<file path="src/rtl/ms_uart_pkg.sv">
// ms_uart_pkg
// Shared definitions for the MS_UART receive path.
//   - UART_DATA_W  : width of one UART data byte.
//   - ST_*         : decoder state encoding (localparam constants).
//   - rx_entry_t   : one decoded frame as stored in the receive FIFO.
//   - RX_ENTRY_W   : packed width of rx_entry_t.
//   - even_parity(): even-parity bit that makes the total count of ones even.

package ms_uart_pkg;

    localparam int unsigned UART_DATA_W = 8;

    // Decoder state encoding
    localparam logic [2:0] ST_IDLE   = 3'd0;
    localparam logic [2:0] ST_DATA   = 3'd1;
    localparam logic [2:0] ST_PARITY = 3'd2;
    localparam logic [2:0] ST_STOP   = 3'd3;
    localparam logic [2:0] ST_BREAK  = 3'd4;

    typedef struct packed {
        logic                   frame_err;
        logic                   parity_err;
        logic [UART_DATA_W-1:0] data;
    } rx_entry_t;

    localparam int unsigned RX_ENTRY_W = $bits(rx_entry_t);

    function automatic logic even_parity(input logic [UART_DATA_W-1:0] d);
        return ^d;
    endfunction

endpackage

</file>
<file path="src/rtl/ms_uart_sync_fifo.sv">
// ms_uart_sync_fifo
// Generic DEPTH x WIDTH first-word fall-through FIFO, single clock.
// rdata always shows the head entry; it is only meaningful while empty=0.
// A push is accepted when not full, or when full and a pop happens on the same edge.
// Ports:
//   internalclk  in   clock
//   RESETN       in   asynchronous, active-high reset
//   push         in   write wdata this cycle
//   wdata        in   entry to write
//   pop          in   remove head entry (ignored when empty)
//   rdata        out  head entry
//   full         out  DEPTH entries held
//   empty        out  no entries held
//   count        out  occupancy, 0..DEPTH

module ms_uart_sync_fifo #(
    parameter int unsigned DEPTH = 4,
    parameter int unsigned WIDTH = 10
) (
    input  logic                     internalclk,
    input  logic                     RESETN,
    input  logic                     push,
    input  logic [WIDTH-1:0]         wdata,
    input  logic                     pop,
    output logic [WIDTH-1:0]         rdata,
    output logic                     full,
    output logic                     empty,
    output logic [$clog2(DEPTH):0]   count
);

    localparam int unsigned AW    = $clog2(DEPTH);
    localparam int unsigned CNT_W = AW + 1;

    logic [WIDTH-1:0] mem [DEPTH];
    logic [AW-1:0]    wr_ptr_q, rd_ptr_q;
    logic [CNT_W-1:0] count_q, count_d;
    logic             push_ok, pop_ok;

    assign full  = (count_q == CNT_W'(DEPTH));
    assign empty = (count_q == '0);
    assign count = count_q;
    assign rdata = mem[rd_ptr_q];

    // A pop frees the slot on the same edge, so a push into a full FIFO succeeds then.
    assign push_ok = push & (~full | pop);
    assign pop_ok  = pop & ~empty;

    always_comb begin
        count_d = count_q;
        if (push_ok && !pop_ok) begin
            count_d = count_q + 1'b1;
        end else if (!push_ok && pop_ok) begin
            count_d = count_q - 1'b1;
        end
    end

    // Pointers wrap naturally since DEPTH is a power of two.
    always_ff @(posedge internalclk or posedge RESETN) begin
        if (RESETN) begin
            wr_ptr_q <= '0;
            rd_ptr_q <= '0;
            count_q  <= '0;
        end else begin
            if (push_ok) begin
                wr_ptr_q <= wr_ptr_q + 1'b1;
            end
            if (pop_ok) begin
                rd_ptr_q <= rd_ptr_q + 1'b1;
            end
            count_q <= count_d;
        end
    end

    always_ff @(posedge internalclk) begin
        if (push_ok) begin
            mem[wr_ptr_q] <= wdata;
        end
    end

endmodule

</file>
<file path="src/rtl/ms_uart_frame_rx.sv">
// ms_uart_frame_rx
// Bit-synchronous UART frame decoder running on the TX bit clock (one cycle per bit).
// Frame: start(0), 8 data bits LSB-first, [even parity], stop(1).
// Decoded bytes plus error flags are queued in a FWFT FIFO and drained by valid/ready.
//
// Build option:
//   MS_UART_FRAME_RX_PARITY_EN  defined   -> 11-bit frame with even parity bit.
//                               undefined -> 10-bit frame, no parity bit, parity_err=0.
//
// Ports:
//   internalclk  in   bit-rate clock
//   RESETN       in   asynchronous, active-high reset
//   din          in   serial line, idle high
//   out_ready    in   consumer accepts the head entry
//   out_valid    out  FIFO non-empty
//   dout         out  head-entry data byte (holds last popped value when empty)
//   parity_err   out  head-entry parity mismatch
//   frame_err    out  head-entry stop bit was 0
//   overflow     out  sticky: a frame was dropped because the FIFO was full
//   busy         out  decoder not idle
//   fifo_count   out  FIFO occupancy

module ms_uart_frame_rx
    import ms_uart_pkg::*;
#(
    parameter int unsigned DEPTH       = 4,
    parameter int unsigned SYNC_STAGES = 2
) (
    input  logic                   internalclk,
    input  logic                   RESETN,
    input  logic                   din,
    input  logic                   out_ready,
    output logic                   out_valid,
    output logic [UART_DATA_W-1:0] dout,
    output logic                   parity_err,
    output logic                   frame_err,
    output logic                   overflow,
    output logic                   busy,
    output logic [$clog2(DEPTH):0] fifo_count
);

    // ------------------------------------------------------------------
    // Input synchroniser; sampled bit s is din after SYNC_STAGES flops.
    // ------------------------------------------------------------------
    logic s;

    if (SYNC_STAGES == 0) begin : g_no_sync
        assign s = din;
    end else begin : g_sync
        logic [SYNC_STAGES-1:0] sync_q;

        always_ff @(posedge internalclk or posedge RESETN) begin
            if (RESETN) begin
                sync_q <= '1;
            end else begin
                sync_q[0] <= din;
                for (int i = 1; i < int'(SYNC_STAGES); i++) begin
                    sync_q[i] <= sync_q[i-1];
                end
            end
        end

        assign s = sync_q[SYNC_STAGES-1];
    end

    // ------------------------------------------------------------------
    // Frame decoder
    // ------------------------------------------------------------------
    logic [2:0]             state_q, state_d;
    logic [2:0]             idx_q, idx_d;
    logic [UART_DATA_W-1:0] shift_q, shift_d;
`ifdef MS_UART_FRAME_RX_PARITY_EN
    logic                   par_q, par_d;
`endif
    logic                   push;
    rx_entry_t              push_entry;

    always_comb begin
        state_d = state_q;
        idx_d   = idx_q;
        shift_d = shift_q;
`ifdef MS_UART_FRAME_RX_PARITY_EN
        par_d   = par_q;
`endif
        push    = 1'b0;

        case (state_q)
            ST_IDLE: begin
                if (!s) begin
                    state_d = ST_DATA;
                    idx_d   = '0;
                end
            end
            ST_DATA: begin
                shift_d[idx_q] = s;
                // Index wraps back to 0 after bit 7, ready for the next frame.
                idx_d          = idx_q + 3'd1;
                if (idx_q == 3'd7) begin
`ifdef MS_UART_FRAME_RX_PARITY_EN
                    state_d = ST_PARITY;
`else
                    state_d = ST_STOP;
`endif
                end
            end
`ifdef MS_UART_FRAME_RX_PARITY_EN
            ST_PARITY: begin
                par_d   = s;
                state_d = ST_STOP;
            end
`endif
            ST_STOP: begin
                push    = 1'b1;
                // A low stop bit means the line may be in break; wait for it to idle.
                state_d = s ? ST_IDLE : ST_BREAK;
            end
            ST_BREAK: begin
                if (s) begin
                    state_d = ST_IDLE;
                end
            end
            default: begin
                state_d = ST_IDLE;
            end
        endcase
    end

    always_comb begin
        push_entry.frame_err  = ~s;
`ifdef MS_UART_FRAME_RX_PARITY_EN
        push_entry.parity_err = (par_q != even_parity(shift_q));
`else
        push_entry.parity_err = 1'b0;
`endif
        push_entry.data       = shift_q;
    end

    always_ff @(posedge internalclk or posedge RESETN) begin
        if (RESETN) begin
            state_q <= ST_IDLE;
            idx_q   <= '0;
            shift_q <= '0;
`ifdef MS_UART_FRAME_RX_PARITY_EN
            par_q   <= 1'b0;
`endif
        end else begin
            state_q <= state_d;
            idx_q   <= idx_d;
            shift_q <= shift_d;
`ifdef MS_UART_FRAME_RX_PARITY_EN
            par_q   <= par_d;
`endif
        end
    end

    assign busy = (state_q != ST_IDLE);

    // ------------------------------------------------------------------
    // Receive FIFO and output handshake
    // ------------------------------------------------------------------
    logic                  fifo_full, fifo_empty, pop;
    logic [RX_ENTRY_W-1:0] fifo_rdata;
    rx_entry_t             fifo_head, held_q, head;
    logic                  overflow_q;

    ms_uart_sync_fifo #(
        .DEPTH (DEPTH),
        .WIDTH (RX_ENTRY_W)
    ) u_fifo (
        .internalclk (internalclk),
        .RESETN      (RESETN),
        .push        (push),
        .wdata       (push_entry),
        .pop         (pop),
        .rdata       (fifo_rdata),
        .full        (fifo_full),
        .empty       (fifo_empty),
        .count       (fifo_count)
    );

    assign fifo_head = fifo_rdata;
    assign out_valid = ~fifo_empty;
    assign pop       = out_valid & out_ready;

    // When the FIFO empties the outputs keep showing the last entry handed out.
    assign head = fifo_empty ? held_q : fifo_head;

    always_ff @(posedge internalclk or posedge RESETN) begin
        if (RESETN) begin
            held_q     <= '0;
            overflow_q <= 1'b0;
        end else begin
            if (pop) begin
                held_q <= fifo_head;
            end
            if (push && fifo_full && !pop) begin
                overflow_q <= 1'b1;
            end
        end
    end

    assign dout       = head.data;
    assign parity_err = head.parity_err;
    assign frame_err  = head.frame_err;
    assign overflow   = overflow_q;

endmodule

</file>
<file path="config.mk">
export PLATFORM = sky130hd
export DESIGN_NAME = ms_uart_frame_rx
export DESIGN_NICKNAME = d
export VERILOG_FILES = /design/src/rtl/ms_uart_pkg.sv /design/src/rtl/ms_uart_sync_fifo.sv /design/src/rtl/ms_uart_frame_rx.sv
export SDC_FILE = /design/constraint.sdc
export NUM_CORES = 1
export LEC_CHECK = 0
export BUFFER_PORTS_ARGS = -buffer_cell sky130_fd_sc_hd__buf_2
export CORE_ASPECT_RATIO = 1.25
export CORE_MARGIN = 5
export CORE_UTILIZATION = 60
export CTS_BUF_LIST = sky130_fd_sc_hd__clkbuf_2 sky130_fd_sc_hd__clkbuf_4 sky130_fd_sc_hd__clkbuf_8
export CTS_CLUSTER_SIZE = 14
export DETAILED_ROUTE_END_ITERATION = 10
export HOLD_SLACK_MARGIN = 0.1
export PLACE_DENSITY_LB_ADDON = 0.15
export SYNTH_ARGS = -nofsm -noshare
export SYNTH_HDL_FRONTEND = slang
export SYNTH_SLANG_ARGS = --single-unit
export TNS_END_PERCENT = 100
</file>
<file path="constraint.sdc">
create_clock -name internalclk -period 4.15 [get_ports internalclk]
set_clock_uncertainty 0.2 [all_clocks]
set_input_delay 0.2075 -clock internalclk [delete_from_list [all_inputs] [get_ports internalclk]]
set_output_delay 0.2075 -clock internalclk [all_outputs]
set_load 0.005 [all_outputs]
</file>
==> metrics.md, run 1 <==
| Metric | Value |
|---|---|
| Outcome | `finished, final reports clean` |
| Worst min path class | `flop to flop` |
| WP data arrival | `2.85 ns` |
| Detailed placer's ending HPWL | `3.215 mm` |
| Fin area | `3229 um^2` |
| RSZ-0062 raised after global routing | `no` |
| Via count | `1447` |
| Crit start category | `flop` |
| Global route total overflow | `0` |
| Post-route antenna net violation count | `0` |
| Vias in the first global route | `1564` |
| VDD IR max | `0.3853 mV` |
| Die ar. | `6345 um^2` |
| Yosys reg bits | `69` |
| CTS clk-pin slew, worst paths | `0.07 ns` |
| Crit Path Max Fanout | `12` |
| Routability Congestion | `0.7444` |
| Mean Syn Cell Area | `17.20 um^2` |
| Die Ht | `87.82 um` |
| Setup TNS | `0 ns` |
| Core area | `4730 um^2` |
| Cell area after synthesis | `2907 um^2` |
| First-pass GRT wire length | `8.045 mm` |
| WS Path Type | `flop to flop` |
| First drt pass iteration count | `4` |
| EDFF count, synth | `36` |
| Post-synthesis sequential area ratio | `0.6569` |
| Synthesis-to-layout area growth | `11.11%` |
| TritonCTS clock tree | `done` |
| Period minus WS final | `2.777 ns` |
| CTS max path bufs | `2` |
| Synth Net Count | `181` |
| Final hold violation count | `0` |
| Initial Util | `0.6146` |
| Synthesized netlist cell count | `169` |
| # DRC | `0` |
| Vias per inst | `5.544` |
| PortBufs | `18` |
| Fillers | `314` |
| Largest net degree at the start of global routing | `34` |
| Num rows | `28` |
| Max-Cap Viols | `0` |
| Antenna violations before repair | `0` |
| CTS resizes | `0` |
| Final Slew Violations | `0` |
| IO Pins | `20` |
| Power Density | `716.0 nW/um^2` |
| WL per Instance | `17.30 um` |
| YS warnings | `0` |
| Unique cell type count in the Yosys netlist | `34` |
| Die width | `72.25 um` |
| Kind of end point of the critical path | `flop` |
| Max_slew headroom | `0.5785` |
| Final setup viols | `0` |
| # diodes | `0` |
| H-Tree Depth | `3` |
| Synth async-reset ratio | `0.4783` |
| Critical path required time | `4.22 ns` |
| Clk Tree Root Cell | `clkbuf_8` |
| Worst skew pair latency | `0.34 ns` |
| Layout cells sized above 1 | `0.3831` |
| Num CTS Buffers | `9` |
| Final worst-path cycle share | `0.6691` |
| Worst Tran Pin Value | `0.6322 ns` |
| Placed cell area | `3028 um^2` |
| Total Wirelength | `4.514 mm` |
| Final-stage net count | `208` |
| Clock sinks | `69` |
| GRT Total Usage | `0.1735` |
| Leakage Power | `1.272 nW` |
| Ys flop type | `edfxtp_1` |
| Top achievable clock speed | `360.1 MHz` |
| Drt initial violations | `67` |
placed cells by master, fill, tap and decap left out, drive strengths merged:
| cell | count |
|---|---|
| edfxtp | 36 |
| nor2b | 2 |
| a41o | 1 |
| fa | 1 |
| and4bb | 1 |
| dfstp | 2 |
| mux4 | 9 |
| a21o | 1 |
| nand3b | 1 |
| clkinv | 5 |
| nand2 | 7 |
| a21oi | 1 |
| inv | 7 |
| nor2 | 4 |
| and2 | 5 |
| o21ai | 1 |
| and3 | 1 |
| dlygate4sd3 | 3 |
| a22o | 2 |
| buf | 19 |
| nand3 | 3 |
| xor2 | 2 |
| xnor2 | 4 |
| ha | 7 |
| conb | 1 |
| or3 | 3 |
| mux2 | 28 |
| nor4b | 2 |
| clkbuf | 10 |
| dfrtp | 31 |
| clkinvlp | 1 |
final cells by class:
cell class | count | area, um^2 | area share
Sequential cell | 69 | 1909 | 0.5912
Inverter | 7 | 26.28 | 0.008136
Clock buffer | 10 | 131.4 | 0.04068
Multi-Input combinational cell | 87 | 919.6 | 0.2848
Timing Repair Buffer | 22 | 127.6 | 0.03952
Tap cell | 60 | 75.07 | 0.02325
Clock inverter | 6 | 40.04 | 0.01240
layer usage:
layer  vias up  global-route usage  routed length (um)
met2        30              0.2900                2363
met4         0              0.1026                 126
li1        683                   -                   -
met5         -                   0                   0
met1       725              0.2118                1874
met3         9             0.02870                 149
per-stage QoR:
stage | std cells | util | power, mW | hold WS [ns] | worst slack [ns]
detailed placement | 242 | 0.6402 | 1.879 | 0.1175 | 1.381
global placement | 242 | 0.6402 | 1.828 | 0.1016 | 1.506
finish | 261 | 0.6828 | 2.312 | 0.1571 | 1.373
global route | 261 | 0.6828 | 2.474 | 0.1661 | 1.194
CTS | 261 | 0.6828 | 2.346 | 0.1585 | 1.357
floorplan | 169 | - | 1.663 | 0.01198 | 1.807
cell families after synthesis:
kind of cell,share of synthesized area
DFF,0.6569
muxes,0.1808
and+or+nand+nor,0.06371
buffers and inverters,0.02669
adders and majority gates,0.03702
AOI/OAI and AO/OA,0.01550
xor gates and xnor gates,0.01808
other,0.001290
sequential cells by signal, indices dropped and copies added (netlist names):
| register | flops |
|---|---|
| u_fifo.rd_ptr_q | 2 |
| shift_q | 8 |
| u_fifo.wr_ptr_q | 2 |
| g_sync.sync_q | 2 |
| u_fifo.mem | 36 |
| idx_q | 3 |
| u_fifo.count | 3 |
| state_q | 3 |
| held_q | 9 |
| overflow | 1 |
report_power, final:
group	total (mW)	leakage, nW	internal, mW	switching, mW
combinational	0.706	0.471	0.431	0.276
sequential	1.14	0.712	0.946	0.199
clock	0.462	0.0894	0.222	0.240
path summary, 6_finish.rpt:
kind / startpoint / end / slack, ns / cells past startpoint
min in group asynchronous: RESETN / u_fifo.wr_ptr_q[0]$_DFFE_PP0P_ / 0.29 / 4
min reg2reg: g_sync.sync_q[0]$_DFF_PP1_ / g_sync.sync_q[1]$_DFF_PP1_ / 0.16 / 0
max: u_fifo.count[0]$_DFFE_PP0P_ / u_fifo.count[2]$_DFFE_PP0P_ / 1.37 / 8
max reg2reg: u_fifo.count[0]$_DFFE_PP0P_ / u_fifo.count[2]$_DFFE_PP0P_ / 1.37 / 8
max in group asynchronous: RESETN / g_sync.sync_q[1]$_DFF_PP1_ / 3.13 / 4
min: g_sync.sync_q[0]$_DFF_PP1_ / g_sync.sync_q[1]$_DFF_PP1_ / 0.16 / 0
cell usage after synthesis, types with 2 or more instances:
library cell	number	area, um^2
xnor2_1	4	35.03
and2_1	5	31.28
buf_6	3	33.78
xor2_1	2	17.52
a22o_1	2	17.52
dfstp_2	2	52.55
nor2_1	3	11.26
mux4_2	8	180.2
inv_1	7	26.28
nand2_1	7	26.28
edfxtp_1	36	1081
ha_1	7	87.58
mux2_2	27	304.0
nand3_1	3	15.01
buf_2	2	10.01
nor2b_1	2	12.51
dfrtp_1	31	775.7
or3_1	2	12.51
critical path, cell delays in order, from the launching register on:
cell	delay [ns]
dfrtp_1	0.46
or3_4	0.51
nand2_1	0.41
ha_1	0.27
inv_1	0.06
fa_1	0.37
xor2_1	0.15
nor2_1	0.11
xor2_1	0.16
timing repair:
item,CTS,global route
hold buffers,3,0
hold endpoints to repair,35,0
buffers inserted,0,0
No activity file was read; power rests on OpenSTA's default activity.
==> run 2: changes to the inputs <==
Settings changed: ABC_AREA from default to 1, CORE_UTILIZATION 60 to 56.
Clock period 4.15 ns to 2.55 ns, I/O delays scaled along.
==> metrics.md, run 2 <==
| Metric | Value |
|---|---|
| WP data arrival | `2.22 ns (-0.63 ns)` |
| CTS clk-pin slew, worst paths | `0.07 ns (about the same)` |
| Largest regs | `u_fifo.mem x36, held_q x9, shift_q x8` |
| Hold Path Origin | `g_sync.sync_q[0]$_DFF_PP1_` |
| RR Startpoint | `state_q[2]$_DFFE_PP0P_` |
| Placed cell area | `3237 um^2 (+6.9%)` |
| Reg2reg setup slack | `0.36 ns (-1.02 ns)` |
| Worst r2r path cells | `11 (+3)` |
| Synthesis-to-layout area growth | `12.03%` |
| Antenna violations before repair | `0 (unchanged)` |
| Critical path required time | `2.58 ns (-1.64 ns)` |
| Max-Cap Viols | `0 (unchanged)` |
| CP endpoint | `u_fifo.count[2]$_DFFE_PP0P_` |
| Die Ht | `92.89 um (+5.8%)` |
| Num CTS Buffers | `9 (unchanged)` |
| Vias per inst | `4.998 (-9.9%)` |
| Logic pwr share | `0.373 (+0.068)` |
| # DRC | `0 (unchanged)` |
| Post-synthesis sequential area ratio | `0.6203 (-0.03658)` |
| Vias in the first global route | `1951 (+25%)` |
| YS warnings | `0 (unchanged)` |
| Synth Net Count | `320 (+77%)` |
| Final worst-path cycle share | `0.8596 (+0.1906)` |
| Int Pwr | `2.597 mW (+63%)` |
| Synth area leaders | `edfxtp_1 (35%), dfrtp_1 (25%), nand2_1 (13%)` |
| Die ar. | `7088 um^2 (+12%)` |
| Multiplexer share of the synthesized area | `0 (-0.1808)` |
| Layout cells sized above 1 | `0.1599 (-0.2232)` |
| RSZ-0062 raised after global routing | `no` |
| Crit start category | `flop` |
| PortBufs | `18 (unchanged)` |
| Clk Tree Root Cell | `clkbuf_8` |
| Kind of end point of the critical path | `flop` |
| CTS max path bufs | `2 (unchanged)` |
| CTS resizes | `0 (unchanged)` |
| WS Path Type | `flop to flop` |
| Drt initial violations | `109 (+63%)` |
| Max reg flops | `36 (unchanged)` |
| Register Area | `1909 um^2 (unchanged)` |
| Crit Path Max Fanout | `7 (-5)` |
| WL per Instance | `13.26 um (-23%)` |
| First drt pass iteration count | `4 (unchanged)` |
| Clock sinks | `69 (unchanged)` |
| Num rows | `30 (+7.1%)` |
| Total Wirelength | `5.409 mm (+20%)` |
| Compound-gate portion of the synthesized area | `0.02846 (+0.01296)` |
| Most common cell after layout, fill and taps aside | `nand2_1` |
| Power Density | `1214 nW/um^2 (+70%)` |
| Fin area | `3448 um^2 (+6.8%)` |
| GRT Total Usage | `0.1681 (-0.005418)` |
| Most numerous cell in the Yosys netlist | `nand2_1` |
| Outcome | `finished, final reports clean` |
| Adder-cell share of the synthesized area | `0.03496 (-0.002062)` |
| Leakage Power | `1.578 nW (+24%)` |
| Synth Area in Simple Gates | `0.2476 (+0.1839)` |
| Ys flop type | `edfxtp_1` |
| Fillers | `438 (+39%)` |
| Core area | `5405 um^2 (+14%)` |
| Final hold violation count | `0 (unchanged)` |
| Net Sw Frac | `0.3800 (+0.07103)` |
| Worst skew pair latency | `0.34 ns (about the same)` |
| Largest family of logic cells by synthesized area | `simple AND/OR/NAND/NOR gates` |
| Setup TNS | `0 ns (unchanged)` |
| Clock Power Share | `0.192 (-0.008)` |
| Final-stage net count | `351 (+69%)` |
| Sequential share of power | `0.436 (-0.059)` |
| Critical Path Start | `state_q[2]$_DFFE_PP0P_` |
| Commonest non-fill, non-tap cells in the layout | `nand2_1 (105), nand3_1 (52), edfxtp_1 (36), dfrtp_1 (31), inv_1 (23)` |
| Die width | `76.31 um (+5.6%)` |
| Final setup viols | `0 (unchanged)` |
| Cell area after synthesis | `3078 um^2 (+5.9%)` |
| Period minus WS final | `2.192 ns (-0.5846 ns)` |
| Synth async-reset ratio | `0.4783 (unchanged)` |
| Initial Util | `0.5694 (-0.04511)` |
| EDFF count, synth | `36 (unchanged)` |
| Unique cell type count in the Yosys netlist | `28 (-18%)` |
| Synth top cells by count | `nand2_1 (105), nand3_1 (52), edfxtp_1 (36)` |
| First-pass GRT wire length | `9.335 mm (+16%)` |
| Synth area leader | `edfxtp_1` |
| Synth Area in XOR/XNOR | `0.01138 (-0.006698)` |
| R2R Path End | `u_fifo.count[2]$_DFFE_PP0P_` |
| # diodes | `0 (unchanged)` |
| VDD IR max | `0.5772 mV (+50%)` |
| Net Sw Power | `1.591 mW (+120%)` |
| Final Slew Violations | `0 (unchanged)` |
| Via count | `2039 (+41%)` |
| IO Pins | `20 (unchanged)` |
| Top achievable clock speed | `456.2 MHz (+27%)` |
| Reg with most FFs | `u_fifo.mem` |
| Area of the multi-input gates | `996.0 um^2 (+8.3%)` |
| Detailed placer's ending HPWL | `3.728 mm (+16%)` |
| Post-route antenna net violation count | `0 (unchanged)` |
| Yosys reg bits | `69 (unchanged)` |
| Mean Syn Cell Area | `9.993 um^2 (-42%)` |
| Routability Congestion | `0.8147 (+9.4%)` |
| Top cell type's share of synthesized area | `0.3512 (-0.02071)` |
| TritonCTS clock tree | `done` |
| H-Tree Depth | `3 (unchanged)` |
| Synthesized netlist cell count | `308 (+82%)` |
| Final core occ | `0.6380 (-0.04484)` |
| Global route total overflow | `0 (unchanged)` |
| Largest net degree at the start of global routing | `34 (unchanged)` |
| Worst min path class | `flop to flop` |
## run 2: cell count changes in the layout (fill, tap and decap cells not counted), sizes merged, moves of 3 or more
cell,change
mux2,-28
buf,+7
nand2,+103
or3,-3
o21ai,+10
and2,-5
nor2,+8
clkbuf,+4
inv,+18
mux4,-9
nand3,+49
## run 2: power by group through the flow
stage                     Clock, mW  Sequential (mW)  Combinational [mW]
after detailed placement          0             1.85                1.58
final                         0.803             1.82                1.56
after CTS                     0.827             1.83                1.59
after global routing          0.889             1.87                1.80
after floorplan                   0             1.78                1.18
after global placement            0             1.83                1.56
## run 2: worst min path at each step
stage | slack [ns] | depth (start not counted) | end
floorplan | -0.07 | 0 | g_sync.sync_q[0]$_DFF_PP1_
global placement | 0.03 | 1 | g_sync.sync_q[0]$_DFF_PP1_
detailed placement | 0.03 | 1 | g_sync.sync_q[0]$_DFF_PP1_
CTS | 0.16 | 0 | g_sync.sync_q[1]$_DFF_PP1_
global route | 0.17 | 0 | g_sync.sync_q[1]$_DFF_PP1_
finish | 0.16 | 0 | g_sync.sync_q[1]$_DFF_PP1_
## run 2: critical path: stages, from the launching register on
cell	delay, ns
dfrtp_1	0.43
inv_1	0.10
nand3_1	0.11
inv_1	0.13
nand2_2	0.10
inv_1	0.08
ha_1	0.16
inv_1	0.07
fa_1	0.38
nand2_1	0.09
nand3_1	0.09
xor2_1	0.15
## run 2: per-layer routing
metal / wire, um / track usage
met2: 2656 / 0.2679
met1: 2449 / 0.2133
met4: 123 / 0.09329
met5: 0 / 0
met3: 180 / 0.03502
## run 2: stage by stage
| stage | std cells | power, mW | hold WS (ns) | setup slack [ns] |
|---|---|---|---|---|
| 2_1_floorplan | 308 | 2.967 | -0.06802 | 0.4762 |
| 3_3_place_gp | 389 | 3.385 | 0.03400 | 0.4711 |
| 3_5_place_dp | 389 | 3.423 | 0.03415 | 0.3804 |
| 4_1_cts | 408 | 4.243 | 0.1574 | 0.3636 |
| 5_1_grt | 408 | 4.559 | 0.1664 | 0.2095 |
| 6_report | 408 | 4.188 | 0.1559 | 0.3579 |
## run 2: layout make-up
type,instances,area share
repair buffers,29,0.05225
multi-input cells,203,0.2888
flip-flops and latches,69,0.5537
inverters,27,0.02939
clock buffers,14,0.05044
clock inverters,2,0.002177
well taps,64,0.02322
## run 2: cell families after synthesis
logic type | count (synthesis)
adder cells (fa/ha/maj) | 8
AND/OR/NAND/NOR | 175
AO/OA/AOI/OAI | 15
buffers and inverters | 36
flip-flops | 69
XOR/XNOR | 4
other | 1
## run 2: repair_timing
item / 4_1_cts / 5_1_grt
buffers inserted: 0 / 0
endpoints found under the hold margin: 50 / 0
hold buffers: 3 / 0
